==> src/rtl/peg_l2_mac_rx_ingress_ctrl.sv <==
// RMII receive ingress: writes accepted beats into the packet RAM, commits good packets as descriptors, drops the rest.
// Optional macro PEG_L2_MAC_RX_RUNT_FILTER_EN: when defined, error-free packets shorter than 64 bytes are dropped.
module peg_l2_mac_rx_ingress_ctrl #(
    parameter int PKT_DATA_W   = 8,
    parameter int PKT_SIZE_W   = 16,
    parameter int BUFF_ADDR_W  = 10,
    parameter int DESC_DEPTH_W = 2
) (
    input  logic                    rmii_ref_clk,
    input  logic                    rst_n,
    input  logic                    config_mac_rx_en,
    input  logic                    pkt_valid,
    input  logic                    pkt_sop,
    input  logic                    pkt_eop,
    input  logic                    pkt_error,
    input  logic [PKT_DATA_W-1:0]   pkt_data,
    output logic                    pkt_ready,
    output logic                    buff_wr_en,
    output logic [BUFF_ADDR_W-1:0]  buff_wr_addr,
    output logic [PKT_DATA_W-1:0]   buff_wr_data,
    output logic                    desc_valid,
    output logic [BUFF_ADDR_W-1:0]  desc_addr,
    output logic [PKT_SIZE_W-1:0]   desc_size,
    input  logic                    desc_ready,
    input  logic                    rel_valid,
    input  logic [PKT_SIZE_W-1:0]   rel_size,
    output logic [15:0]             drop_cntr
);

    localparam int BUFF_DEPTH = 1 << BUFF_ADDR_W;
    localparam int DESC_DEPTH = 1 << DESC_DEPTH_W;
    localparam int SUM_W      = PKT_SIZE_W + 2;
    localparam logic [SUM_W-1:0] DEPTH_S = SUM_W'(BUFF_DEPTH);

    typedef enum logic [1:0] {
        ST_IDLE = 2'd0,
        ST_RECV = 2'd1,
        ST_DROP = 2'd2
    } state_t;

    state_t                   r_state;
    state_t                   w_state_nxt;
    logic [BUFF_ADDR_W-1:0]   r_wptr;
    logic [BUFF_ADDR_W-1:0]   r_cptr;
    logic [BUFF_ADDR_W:0]     r_occ;
    logic [PKT_SIZE_W-1:0]    r_cur_size;
    logic                     r_wr_en;
    logic [BUFF_ADDR_W-1:0]   r_wr_addr;
    logic [PKT_DATA_W-1:0]    r_wr_data;
    logic [15:0]              r_drop_cntr;
    logic [BUFF_ADDR_W-1:0]   r_desc_addr_mem [DESC_DEPTH];
    logic [PKT_SIZE_W-1:0]    r_desc_size_mem [DESC_DEPTH];
    logic [DESC_DEPTH_W-1:0]  r_fifo_rd;
    logic [DESC_DEPTH_W-1:0]  r_fifo_wr;
    logic [DESC_DEPTH_W:0]    r_fifo_cnt;

    logic [BUFF_ADDR_W-1:0]   w_wptr_nxt;
    logic [BUFF_ADDR_W-1:0]   w_cptr_nxt;
    logic [PKT_SIZE_W-1:0]    w_cur_nxt;
    logic                     w_beat;
    logic [BUFF_ADDR_W-1:0]   w_bptr;
    logic [PKT_SIZE_W-1:0]    w_bcur;
    logic [PKT_SIZE_W-1:0]    w_fin_size;
    logic                     w_runt;
    logic                     w_push;
    logic [PKT_SIZE_W-1:0]    w_commit_size;
    logic [1:0]               w_drop_inc;
    logic                     w_sop_ok;
    logic                     w_fifo_full;
    logic                     w_pop;
    logic [SUM_W-1:0]         w_occ_sum;
    logic [SUM_W-1:0]         w_rel;
    logic [BUFF_ADDR_W:0]     w_occ_nxt;
    logic [16:0]              w_drop_sum;
    logic [15:0]              w_drop_nxt;

    // A beat fits when committed occupancy plus the in-flight bytes leaves at least one free byte.
    function automatic logic f_room(input logic [BUFF_ADDR_W:0] occ, input logic [PKT_SIZE_W-1:0] cur);
        f_room = (SUM_W'(occ) + SUM_W'(cur)) < DEPTH_S;
    endfunction

    assign w_fifo_full = (r_fifo_cnt == (DESC_DEPTH_W+1)'(DESC_DEPTH));
    assign w_pop       = (r_fifo_cnt != '0) & desc_ready;
    assign w_sop_ok    = config_mac_rx_en & ~w_fifo_full & f_room(r_occ, PKT_SIZE_W'(0));

    assign pkt_ready    = rst_n;
    assign buff_wr_en   = r_wr_en;
    assign buff_wr_addr = r_wr_addr;
    assign buff_wr_data = r_wr_data;
    assign desc_valid   = (r_fifo_cnt != '0);
    assign desc_addr    = r_desc_addr_mem[r_fifo_rd];
    assign desc_size    = r_desc_size_mem[r_fifo_rd];
    assign drop_cntr    = r_drop_cntr;

    // FSM state register.
    always_ff @(posedge rmii_ref_clk or negedge rst_n) begin
        if (!rst_n) begin
            r_state <= ST_IDLE;
        end else begin
            r_state <= w_state_nxt;
        end
    end

    // Next state, pointer/size updates, write strobe, commit and drop decisions.
    always_comb begin
        w_state_nxt   = r_state;
        w_wptr_nxt    = r_wptr;
        w_cptr_nxt    = r_cptr;
        w_cur_nxt     = r_cur_size;
        w_beat        = 1'b0;
        w_bptr        = r_wptr;
        w_bcur        = r_cur_size;
        w_fin_size    = '0;
        w_runt        = 1'b0;
        w_push        = 1'b0;
        w_commit_size = '0;
        w_drop_inc    = 2'd0;
        case (r_state)
            ST_IDLE: begin
                if (pkt_valid & pkt_sop) begin
                    if (w_sop_ok) begin
                        w_beat = 1'b1;
                        w_bptr = r_cptr;
                        w_bcur = '0;
                    end else begin
                        w_drop_inc  = 2'd1;
                        w_state_nxt = pkt_eop ? ST_IDLE : ST_DROP;
                    end
                end else begin
                    w_state_nxt = ST_IDLE;
                end
            end
            ST_RECV: begin
                if (pkt_valid & pkt_sop) begin
                    // Abort the packet in flight, then handle this beat as a fresh start.
                    w_wptr_nxt = r_cptr;
                    w_cur_nxt  = '0;
                    if (w_sop_ok) begin
                        w_drop_inc = 2'd1;
                        w_beat     = 1'b1;
                        w_bptr     = r_cptr;
                        w_bcur     = '0;
                    end else begin
                        w_drop_inc  = 2'd2;
                        w_state_nxt = pkt_eop ? ST_IDLE : ST_DROP;
                    end
                end else if (pkt_valid) begin
                    if (f_room(r_occ, r_cur_size)) begin
                        w_beat = 1'b1;
                    end else begin
                        w_wptr_nxt  = r_cptr;
                        w_cur_nxt   = '0;
                        w_drop_inc  = 2'd1;
                        w_state_nxt = pkt_eop ? ST_IDLE : ST_DROP;
                    end
                end else begin
                    w_state_nxt = ST_RECV;
                end
            end
            ST_DROP: begin
                if (pkt_valid & pkt_eop) begin
                    w_state_nxt = ST_IDLE;
                end else begin
                    w_state_nxt = ST_DROP;
                end
            end
            default: begin
                w_state_nxt = ST_IDLE;
            end
        endcase

        if (w_beat) begin
            w_fin_size = w_bcur + PKT_SIZE_W'(1);
`ifdef PEG_L2_MAC_RX_RUNT_FILTER_EN
            w_runt = (w_fin_size < PKT_SIZE_W'(64));
`else
            w_runt = 1'b0;
`endif
            if (pkt_eop) begin
                w_state_nxt = ST_IDLE;
                w_cur_nxt   = '0;
                if (pkt_error | w_runt) begin
                    w_drop_inc = w_drop_inc + 2'd1;
                    w_wptr_nxt = r_cptr;
                end else begin
                    w_push        = 1'b1;
                    w_commit_size = w_fin_size;
                    w_wptr_nxt    = w_bptr + BUFF_ADDR_W'(1);
                    w_cptr_nxt    = w_bptr + BUFF_ADDR_W'(1);
                end
            end else begin
                w_state_nxt = ST_RECV;
                w_wptr_nxt  = w_bptr + BUFF_ADDR_W'(1);
                w_cur_nxt   = w_fin_size;
            end
        end else begin
            w_fin_size = '0;
        end
    end

    // Occupancy and saturating drop-count next values; release larger than occupancy clamps to zero.
    always_comb begin
        w_occ_sum = SUM_W'(r_occ) + SUM_W'(w_commit_size);
        if (rel_valid) begin
            w_rel = SUM_W'(rel_size);
        end else begin
            w_rel = '0;
        end
        if (w_rel > w_occ_sum) begin
            w_occ_nxt = '0;
        end else begin
            w_occ_nxt = (BUFF_ADDR_W+1)'(w_occ_sum - w_rel);
        end
        w_drop_sum = 17'(r_drop_cntr) + 17'(w_drop_inc);
        if (w_drop_sum[16]) begin
            w_drop_nxt = 16'hFFFF;
        end else begin
            w_drop_nxt = w_drop_sum[15:0];
        end
    end

    // Write/commit pointers, sizes, registered RAM write port and drop counter.
    always_ff @(posedge rmii_ref_clk or negedge rst_n) begin
        if (!rst_n) begin
            r_wptr      <= '0;
            r_cptr      <= '0;
            r_occ       <= '0;
            r_cur_size  <= '0;
            r_wr_en     <= 1'b0;
            r_wr_addr   <= '0;
            r_wr_data   <= '0;
            r_drop_cntr <= 16'h0000;
        end else begin
            r_wptr      <= w_wptr_nxt;
            r_cptr      <= w_cptr_nxt;
            r_occ       <= w_occ_nxt;
            r_cur_size  <= w_cur_nxt;
            r_wr_en     <= w_beat;
            r_drop_cntr <= w_drop_nxt;
            if (w_beat) begin
                r_wr_addr <= w_bptr;
                r_wr_data <= pkt_data;
            end
        end
    end

    // Descriptor FIFO, first-word-fall-through; a push never meets a full FIFO because full blocks new packets.
    always_ff @(posedge rmii_ref_clk or negedge rst_n) begin
        if (!rst_n) begin
            for (int i = 0; i < DESC_DEPTH; i++) begin
                r_desc_addr_mem[i] <= '0;
                r_desc_size_mem[i] <= '0;
            end
            r_fifo_rd  <= '0;
            r_fifo_wr  <= '0;
            r_fifo_cnt <= '0;
        end else begin
            if (w_push) begin
                r_desc_addr_mem[r_fifo_wr] <= r_cptr;
                r_desc_size_mem[r_fifo_wr] <= w_commit_size;
                r_fifo_wr                  <= r_fifo_wr + DESC_DEPTH_W'(1);
            end
            if (w_pop) begin
                r_fifo_rd <= r_fifo_rd + DESC_DEPTH_W'(1);
            end
            case ({w_push, w_pop})
                2'b10:   r_fifo_cnt <= r_fifo_cnt + (DESC_DEPTH_W+1)'(1);
                2'b01:   r_fifo_cnt <= r_fifo_cnt - (DESC_DEPTH_W+1)'(1);
                default: r_fifo_cnt <= r_fifo_cnt;
            endcase
        end
    end

endmodule
==> config.mk <==
export PLATFORM = sky130hd
export DESIGN_NAME = peg_l2_mac_rx_ingress_ctrl
export DESIGN_NICKNAME = d
export VERILOG_FILES = /design/src/rtl/peg_l2_mac_rx_ingress_ctrl.sv
export SDC_FILE = /design/constraint.sdc
export NUM_CORES = 1
export LEC_CHECK = 0
export CELL_PAD_IN_SITES_DETAIL_PLACEMENT = 1
export CELL_PAD_IN_SITES_GLOBAL_PLACEMENT = 1
export CORE_UTILIZATION = 41
export DETAILED_ROUTE_END_ITERATION = 10
export PLACE_DENSITY_LB_ADDON = 0.3
export SKIP_LAST_GASP = 1
export SYNTH_ARGS = -nofsm -noshare
export SYNTH_HDL_FRONTEND = slang
export SYNTH_SLANG_ARGS = --single-unit
==> constraint.sdc <==
create_clock -name rmii_ref_clk -period 6.1 [get_ports rmii_ref_clk]
set_clock_uncertainty 0.05 [all_clocks]
set_input_delay 1.83 -clock rmii_ref_clk [delete_from_list [all_inputs] [get_ports rmii_ref_clk]]
set_output_delay 1.83 -clock rmii_ref_clk [all_outputs]
set_load 0.005 [all_outputs]
# After elaboration in Yosys (flattened, before gate mapping)
# Cells that the tools add are included.
# word_totals
regBits	195
in_bits	33
out_inout_bits	63
word_cells	128
# classes
addsub	11
order_cmp	6
n_eq_ne	7
muxes	67
n_bitwise	8
reduce_logical	9
# ops
operator	n
2-to-1 mux 16 bit	17
2-to-1 mux 10 bit	13
bitwise mux 64 bit	1
bitwise mux 40 bit	1
adder 11 x 16 -> 17 bit	2
binary-select mux 16 bit (select 2 bit)	1
demux 16 bit (select 2 bit)	1
2-to-1 mux 2 bit	13
binary-select mux 10 bit (select 2 bit)	1
demux 10 bit (select 2 bit)	1
adder 16 x 2 -> 17 bit	1
> comparator 16 x 17 -> 1 bit	1
< comparator 17 x 11 -> 1 bit (second input constant)	1
adder 16 x 1 -> 16 bit (second input constant)	1
2-to-1 mux 1 bit	13
< comparator 11 bit (second input constant)	1
2-to-1 mux 11 bit	1
subtractor 11 bit	1
adder 10 x 1 -> 10 bit (second input constant)	1
adder 2 x 1 -> 2 bit (second input constant)	3
greater-or-equal comparator 3 bit (second input constant)	2
NOT 2 -> 3 bit	2
case mux 2 bit (3 select lines)	1
case mux 3 bit (2 select lines)	1
other kinds (19)	27

# Depth between registers and ports, before layout
# Gate-level depths: netlist (run 1).
# depth
depth_word	14
depth_mapped	32
mapped_depth_nobuf	28

# Least setup slack after synthesis (run 1)
# No wires, ideal clock.
# synth_path
kind	input -> register
startpoint	input pkt_valid
endpoint	register r_occ[10]
setup_ns	0.066
t_arrival_ns	6.767
required_ns	5.984
setup_slack_ns	-0.783
cell_stages	28
n_path_buf	4
path_cell_list	and3b_1 > nand3_1 > clkbuf_1 > buf_1 > clkbuf_1 > and2_1 > ha_1 > inv_1 > xnor2_1 > nor2_1 > ha_1 > nor2b_1 > o21ai_0 > a21boi_0 > o21ai_0 > a21oi_1 > o21a_1 > o21a_1 > o21a_1 > or2_2 > ha_1 > a21oi_1 > nor2b_1 > o21ai_0 > nand2_1 > o21ai_0 > clkbuf_1 > o311a_1
# synth_between
elab_chain_cells	10
elab_cells_between_ends	15
classes_between	add/sub (3); order compare (1); mux (10); bitwise (1)
# synth_lines
item	line_no	text
start, declared	12	input logic pkt_valid,
AND 1 bit	120, 134	
2-to-1 mux 16 bit	134	if (pkt_valid & pkt_sop) begin
2-to-1 mux 16 bit	--	
adder 16 x 1 -> 16 bit	173	w_fin_size = w_bcur + PKT_SIZE_W'(1);
2-to-1 mux 16 bit	182	if (pkt_error | w_runt) begin
2-to-1 mux 16 bit	179	if (pkt_eop) begin
2-to-1 mux 16 bit *	172	if (w_beat) begin
net w_commit_size[2]	66	logic [PKT_SIZE_W-1:0] w_commit_size;
adder 11 x 16 -> 17 bit *	203	w_occ_sum = SUM_W'(r_occ) + SUM_W'(w_commit_size);
> comparator 16 x 17 -> 1 bit or subtractor 11 bit (tied branches)	209, 212	
2-to-1 mux 11 bit *	209	if (w_rel > w_occ_sum) begin
net w_occ_nxt[10]	73	logic [BUFF_ADDR_W:0] w_occ_nxt;
end signal, assigned	236	r_occ <= w_occ_nxt;
end, declared	45	logic [BUFF_ADDR_W:0] r_occ;
# The timed path passes the listed nets; every way through them passes the cells marked *.
# A chain may end at the register's enable or synchronous reset.

# Final worst setup path (run 1)
# layout_path
startpoint	register r_cur_size[7]
endpoint	register r_occ[8]
# layout_between
elab_chain_cells	10
elab_cells_between_ends	17
classes_between	add/sub (4); order compare (2); mux (11)
# layout_lines
item	line_no	text
start, declared	46	logic [PKT_SIZE_W-1:0] r_cur_size;
start signal, assigned	237	r_cur_size <= w_cur_nxt;
adder 11 x 16 -> 17 bit *	79	f_room = (SUM_W'(occ) + SUM_W'(cur)) < DEPTH_S;
< comparator 17 x 11 -> 1 bit *	79	
2-to-1 mux 1 bit *	148	if (f_room(r_occ, r_cur_size)) begin
2-to-1 mux 1 bit *	147	end else if (pkt_valid) begin
2-to-1 mux 1 bit *	134	
case mux 1 bit (2 select lines) *	118	case (r_state)
2-to-1 mux 16 bit *	172	
net w_commit_size[1]	66	
adder 11 x 16 -> 17 bit *	203	
> comparator 16 x 17 -> 1 bit or subtractor 11 bit (tied branches)	209, 212	
2-to-1 mux 11 bit *	209	
net w_occ_nxt[8]	73	
# Marks and branches as above.

==> results of run 1 <==
==> through the flow <==
step | setup slack, ns | cells
final | 0.2864 | 1584
after global routing | 0.004853 | 1584
after CTS | 0.001271 | 1580
after detailed placement | -0.7305 | 1547
after global placement | -0.5423 | 1547
after floorplan | 0.009290 | 1093
==> registers in the layout (all words and copies together), names as in the netlist <==
name             cells
buff_wr_data         8
r_occ               11
buff_wr_addr        10
r_wptr              10
r_cur_size          16
drop_cntr           16
buff_wr_en           1
r_state              2
r_fifo_rd            2
r_desc_size_mem     64
r_fifo_cnt           3
r_cptr              10
r_fifo_wr            2
r_desc_addr_mem     40
==> cells in the mapped netlist, drive strengths merged, types with 5 or more instances <==
library cell / number / area (um2)
a211oi: 7 / 57.55
a21boi: 8 / 60.06
a21o: 5 / 37.54
a21oi: 38 / 190.2
a31oi: 8 / 50.05
and2: 38 / 237.7
and3: 16 / 100.1
buf: 21 / 148.9
clkbuf: 38 / 142.6
dfrtp: 195 / 4880
ha: 56 / 700.7
inv: 49 / 183.9
mux2: 38 / 548.0
mux2i: 11 / 110.1
mux4: 26 / 585.6
nand2: 177 / 664.4
nand2b: 6 / 37.54
nand3: 30 / 150.1
nand4: 12 / 75.07
nor2: 56 / 212.7
nor2b: 11 / 68.82
nor3: 12 / 60.06
o211ai: 7 / 112.6
o21a: 13 / 97.59
o21ai: 107 / 539.3
or2: 5 / 31.28
xnor2: 30 / 262.8
xor2: 16 / 140.1
==> worst max-delay path: stages (launching register included) <==
cell and delay (ns):
dfrtp_1 0.46, ha_1 0.31, a211oi_1 0.24, nor2_1 0.10, or2_0 0.22, or3_1 0.37
a21oi_1 0.30, and4_4 0.32, nor2_2 0.06, clkinv_2 0.05, nand3_2 0.07, inv_1 0.07
ha_1 0.23, a21o_1 0.17, a21oi_2 0.17, o21ai_2 0.08, a211o_1 0.32, a31oi_4 0.19
nor2b_1 0.07, o21a_1 0.18, o41a_1 0.32, xnor2_1 0.14, ha_1 0.33, nand4_1 0.21
nor4_2 0.07, nor2_2 0.29, o21ai_4 0.14, and3_1 0.17
==> cell type report <==
cell class | instances | area (um2)
Fill cell | 2896 | 12580
Multi-Input combinational cell | 790 | 5851
Sequential cell | 195 | 4881
Timing Repair Buffer | 182 | 1615
Clock buffer | 17 | 425.4
Tap cell | 335 | 419.2
Clock inverter | 15 | 244.0
Inverter | 50 | 188.9
==> power groups by stage <==
| stage | logic (mW) | registers (mW) | clock network (mW) |
|---|---|---|---|
| 2_1_floorplan | 0.998 | 1.64 | 0 |
| 3_3_place_gp | 1.48 | 1.79 | 0 |
| 3_5_place_dp | 1.54 | 1.79 | 0 |
| 4_1_cts | 1.58 | 1.78 | 1.30 |
| 5_1_grt | 1.77 | 1.81 | 1.34 |
| 6_report | 1.60 | 1.77 | 1.27 |
==> metal layers <==
layer	track usage (%)	share of wire, %	routed length, um	up-vias
met1	31.49	47	14420	4460
met5	0	0	0	-
met2	39.48	49	15210	136
met4	5.770	1.3	414	0
li1	-	-	-	4088
met3	3.527	2.9	908	28
==> cells in the final DEF, fill, tap and decap left out, types with 5 or more instances in the layout <==
cell             netlist  layout
a211oi_1               6       6
a21boi_0               8       7
a21o_1                 5       5
a21oi_1               38      35
a31oi_1                8       7
and2_1                38      36
and3_1                16      15
buf_4                  5      87
clkbuf_16              0      17
clkdlybuf4s50_1        0      91
dfrtp_1              195     194
ha_1                  56      54
inv_1                 49      47
mux2_2                 6       6
mux2_4                32      32
mux2i_1               11      11
mux4_2                26      26
nand2_1              177     175
nand2b_1               6       6
nand3_1               30      28
nand4_1               12      12
nor2_1                55      52
nor2b_1               11      10
nor3_1                12      11
o21a_1                13      13
o21ai_0               98      92
o21ai_1                8      10
xnor2_1               30      29
xor2_1                16      15
==> cells by family after synthesis <==
group	count (synthesis)	synth area share (%)
and+or+nand+nor	379	16.01
AOI/OAI and AO/OA	226	13.13
DFF	195	44.38
buffers and inverters	109	4.370
muxes	75	11.31
adders and majority gates	60	7.101
xor gates and xnor gates	46	3.664
other	1	0.03410
==> how the worst max path moves through the flow <==
| stage | cells after the start | slack (ns) | end | start |
|---|---|---|---|---|
| final | 27 | 0.29 | r_occ[8] | r_cur_size[7] |
| after global routing | 27 | 0.005 | r_occ[9] | r_cur_size[7] |
| after CTS | 27 | 0.001 | r_occ[9] | pkt_valid |
| after detailed placement | 27 | -0.73 | r_occ[9] | pkt_valid |
| after global placement | 25 | -0.54 | r_occ[10] | pkt_valid |
| after floorplan | 26 | 0.009 | r_occ[10] | pkt_sop |
==> what timing repair did <==
action | in CTS | in global routing
endpoints found under the setup margin | 11 | 11
setup buffers | 0 | 4
gates cloned | 1 | 0
pin swaps | 2 | 15
gates resized for setup | 10 | 25
hold buffers | 0 | 0
==> key figures, run 1 <==
Worst setup path
  – Reg2Reg Setup Slack: 0.29 ns
  – Worst flop-to-flop path startpoint: r_cur_size[7]
  – Worst setup SP type: register
  – Crit Path Category: register to register
  – Worst R2R End: r_occ[8]
  – Crit-path max FO: 6
  – CP endpoint kind: register
  – CP Data Required Time: 6.39 ns
  – CP arrival: 6.10 ns
  – Worst R2R Path Depth: 27

Clock tree
  – CTS root buffer: clkbuf_16
  – Worst skew pair latency: 0.45 ns
  – CTS H-tree lvls: 4
  – Sink Count: 195
  – CTS buffer count: 17
  – Max Buffers Root-to-Sink: 2
  – Clk slew on worst S/H paths: 0.08 ns
  – CTS tree: yes

Routing
  – Drt first-iter violations: 386
  – DRC errors left: 7
  – WL/cell: 19.55 um
  – DRT Pass-1 Iters: 7
  – Routed vias: 8712
  – Final WL: 30960 um
  – DR vias/cell: 5.500
  – Final ANT Viol Nets: 0

Logic synthesis
  – Synthesized area: 0.01100 mm2
  – Yosys synthesis warning count: 0
  – Register area share after synthesis: 44.38%
  – FFs w/ async S/R, synth: 100.0%
  – Post-synth EDFFs: 0
  – Synth unique cells: 70
  – Flop and latch count out of synthesis: 195
  – Top_reg_cell synth: dfrtp_1
  – Cell count after synthesis: 1091
  – Avg Cell Area, Syn: 10.08 um2

GRT
  – Gr usage total: 23.34%
  – Pin count of the biggest net entering global routing: 70
  – Vias in the first global route: 9491
  – Overflow after GRT: 0
  – Initial antenna violation count: 0
  – First-pass GRT wire length: 50900 um

Die
  – Starting Density: 41.96%
  – Die Wd: 165.8 um
  – Core area: 0.02621 mm2
  – Die Y-Extent: 165.8 um
  – I/O Pins: 96
  – Die ar.: 0.02748 mm2
  – Rows: 59

Timing
  – Period utilization: 95.30%
  – Slew Limit Headroom: 33.46%
  – Fmax: 0.1720 GHz
  – Measured slew at the worst slew-check pin: 0.9980 ns
  – Post-route setup TNS: 0 ns
  – RSZ-0062 raised after global routing: no
  – Hold WS: 0.4193 ns
  – Slew Viols, Final: 0
  – Setup Viol. Count Final: 0
  – Min Tclk post-route: 5.814 ns
  – Final Hold Fails: 0

Finish
  – Layout cells sized above 1: 18.73%
  – ANT cells: 0
  – Fin util: 51.99%
  – Area growth syn-to-layout: 23.91%
  – Fin nets: 1329
  – Final Instance Area: 0.01362 mm2

Worst hold path
  – Hold_sp: buff_wr_data[1]
  – Worst min-delay path endpoint: buff_wr_data[1]
  – Hold Crit Depth: 2
  – Hold WC Path Type: register to register

Placed design
  – Placed instance area: 0.01277 mm2
  – Input/output buffers: 95
  – Placer Congestion: 0.8414
  – DP Wirelength: 21350 um

Status
  – Violated checks: design-rule violations
  – Status: complete, but fails checks

Power
  – Clock share of power: 27.4%
  – P_int: 3.029 mW
  – P_sw: 1.614 mW
  – PwrDens: 340.7 mW/mm2
  – Switching Fraction: 34.76%
  – Leakage power: 6.315 nW
  – Worst-case vdd ir drop: 0.0002101 V
  – Total chip power: 4.642 mW
  – Seq pwr share: 38.2%
  – Gate power share: 34.4%

Flow run
  – Number of max-cap violations: 0
No activity file was read; power rests on OpenSTA's default activity.
==> inputs of run 2 (changes only) <==
CORE_MARGIN = 3   (was unset)
SETUP_SLACK_MARGIN = 0.5   (was unset)
==> key figures, run 2 (synthesis results as in run 1) <==
Status
  – Status: complete, no violations

Routing
  – DRC errors left: 0
  – WL/cell: 19.53 um
  – Routed vias: 8784
  – Final ANT Viol Nets: 0
  – DR vias/cell: 5.535
  – Drt first-iter violations: 484
  – DRT Pass-1 Iters: 5
  – Final WL: 30990 um

Finish
  – Top reg by flops: r_desc_size_mem
  – Fin util: 52.41%
  – Commonest non-fill, non-tap cell in the layout: dfrtp_1
  – Largest registers: r_desc_size_mem x64, r_desc_addr_mem x40
  – Fillers: 2859
  – Area growth syn-to-layout: 24.91%
  – Max reg flops: 64
  – ANT cells: 0
  – Commonest non-fill, non-tap cells in the layout: 186 x dfrtp_1, 175 x nand2_1, 91 x o21ai_0
  – Fin nets: 1333
  – Layout cells sized above 1: 22.04%

Timing
  – Period utilization: 96.43%
  – Min Tclk post-route: 5.882 ns
  – Fmax: 0.1700 GHz
  – Slew Limit Headroom: 30.27%
  – Final Hold Fails: 0
  – Measured slew at the worst slew-check pin: 1.041 ns
  – Post-route setup TNS: 0 ns
  – RSZ-0062 raised after global routing: yes
  – Setup Viol. Count Final: 0
  – Slew Viols, Final: 0
  – Final WS setup: 0.2176 ns

Clock tree
  – CTS buffer count: 17
  – Sink Count: 195
  – Worst skew pair latency: 0.45 ns
  – CTS root buffer: clkbuf_16
  – Max Buffers Root-to-Sink: 2
  – CTS H-tree lvls: 4
  – CTS tree: yes
  – Clk slew on worst S/H paths: 0.08 ns

Die
  – Die ar.: 0.02882 mm2
  – Starting Density: 41.96%
  – Die Y-Extent: 169.8 um
  – Rows: 59
  – Core area: 0.02621 mm2
  – Die Wd: 169.8 um
  – I/O Pins: 96

GRT
  – Pin count of the biggest net entering global routing: 72
  – Gr usage total: 21.56%
  – Vias in the first global route: 9404
  – Initial antenna violation count: 0
  – Overflow after GRT: 0
  – First-pass GRT wire length: 49780 um

Power
  – Switching Fraction: 35.60%
  – Clock share of power: 24.9%
  – Total chip power: 4.586 mW
  – P_int: 2.954 mW
  – Worst-case vdd ir drop: 0.0001970 V
  – Leakage power: 6.260 nW
  – Seq pwr share: 38.5%
  – P_sw: 1.633 mW
  – Gate power share: 36.6%
  – PwrDens: 333.9 mW/mm2

Placed design
  – Input/output buffers: 95
  – DP Wirelength: 20920 um
  – Placer Congestion: 0.8321
  – Place WS: -0.4375 ns

Worst setup path
  – CP arrival: 6.22 ns
  – Largest delay share family, worst path: simple AND/OR/NAND/NOR gates
  – Crit Path Category: primary input to register
  – CP max-delay cell: o41a_1
  – Crit-path cells: buf_6, and3b_2, nand3_4, and2_4, ha_4, nand3_1, xnor2_1, nand2_1, nor2_1, ha_1, a211o_1, a31oi_4, nor2b_1, o21a_1, o41a_1, xnor2_1, ha_1, nand4_1, nor4_1, nor2_1, o21ai_4, buf_6, o311a_1
  – Crit-path max FO: 6
  – CP endpoint kind: register
  – CP max stage delay: 0.38 ns
  – Worst setup SP type: primary input
  – CP Data Required Time: 6.43 ns
  – Buf+Inv Stages, Crit Path: 2

Flow run
  – Number of max-cap violations: 0

Worst hold path
  – Hold WC Path Type: register to register
==> run 2: cell types whose count changed in the layout (fill, tap and decap cells not counted), sizes merged <==
cell and delta:
o21ai -1, clkinvlp +1, buf +8, inv +4, bufinv -3, clkdlybuf4s50 -1, clkinv -5, dlymetal6s2s -3
dlygate4sd2 +1, clkbuf +2
==> run 2: routing by layer <==
layer | GRT usage (%) | wire length [um] | vias to the layer above
met5 | 0 | 0 | -
met4 | 4.623 | 421 | 0
met3 | 3.843 | 934 | 37
met2 | 35.63 | 15030 | 153
met1 | 29.91 | 14610 | 4509
li1 | - | - | 4085
==> run 2: worst reg2reg max path, delay by kind of cell (launching register included) <==
family                   cells  cell delay (ns)
AO/OA/AOI/OAI               14             2.09
AND/OR/NAND/NOR              8             1.62
adder cells (fa/ha/maj)      4             1.23
flip-flops                   1             0.43
buffers and inverters        2             0.22
==> run 2: worst paths after layout <==
kind | start | to | slack, ns | cells after the start
worst max-delay path | pkt_valid | r_occ[10] | 0.22 | 23
worst min-delay path | buff_wr_data[5] | buff_wr_data[5] | 0.42 | 2
worst max register to register | r_cur_size[4] | r_occ[10] | 0.41 | 28
worst min register to register | buff_wr_data[5] | buff_wr_data[5] | 0.42 | 2
max in group asynchronous | rst_n | r_cur_size[8] | 2.95 | 3
min in group asynchronous | rst_n | r_desc_size_mem[28] | 1.58 | 2
==> run 2: power groups by stage <==
stage / sequential [mW] / combinational, mW / clock, mW
after floorplan: 1.64 / 1.00 / 0
after global placement: 1.78 / 1.46 / 0
after detailed placement: 1.78 / 1.52 / 0
after CTS: 1.76 / 1.60 / 1.15
after global routing: 1.80 / 1.86 / 1.21
final: 1.76 / 1.68 / 1.14
==> run 2: area by class of cell <==
| class | count | area, um2 | share of cell area (%) |
|---|---|---|---|
| flip-flops and latches | 195 | 4891 | 35.61 |
| inverters | 50 | 192.7 | 1.403 |
| multi-input cells | 789 | 6017 | 43.81 |
| well taps | 335 | 419.2 | 3.052 |
| repair buffers | 187 | 1643 | 11.96 |
| clock buffers | 19 | 432.9 | 3.152 |
| clock inverters | 12 | 138.9 | 1.011 |
==> run 2: what timing repair did <==
item,CTS,global route
hold buffers,0,0
buffers inserted,13,7
pin swaps,31,14
hold endpoints to repair,0,0
cloned,1,0
gates resized for setup,58,38
setup endpoints to repair,11,11
==> run 2: through the flow <==
stage,hold slack [ns],cell area [um2],cells
4_1_cts,0.4226,13520,1580
3_5_place_dp,0.4055,12690,1535
3_3_place_gp,0.4016,12690,1535
6_report,0.4178,13730,1587
5_1_grt,0.4533,13730,1587
2_1_floorplan,0.3946,11100,1093
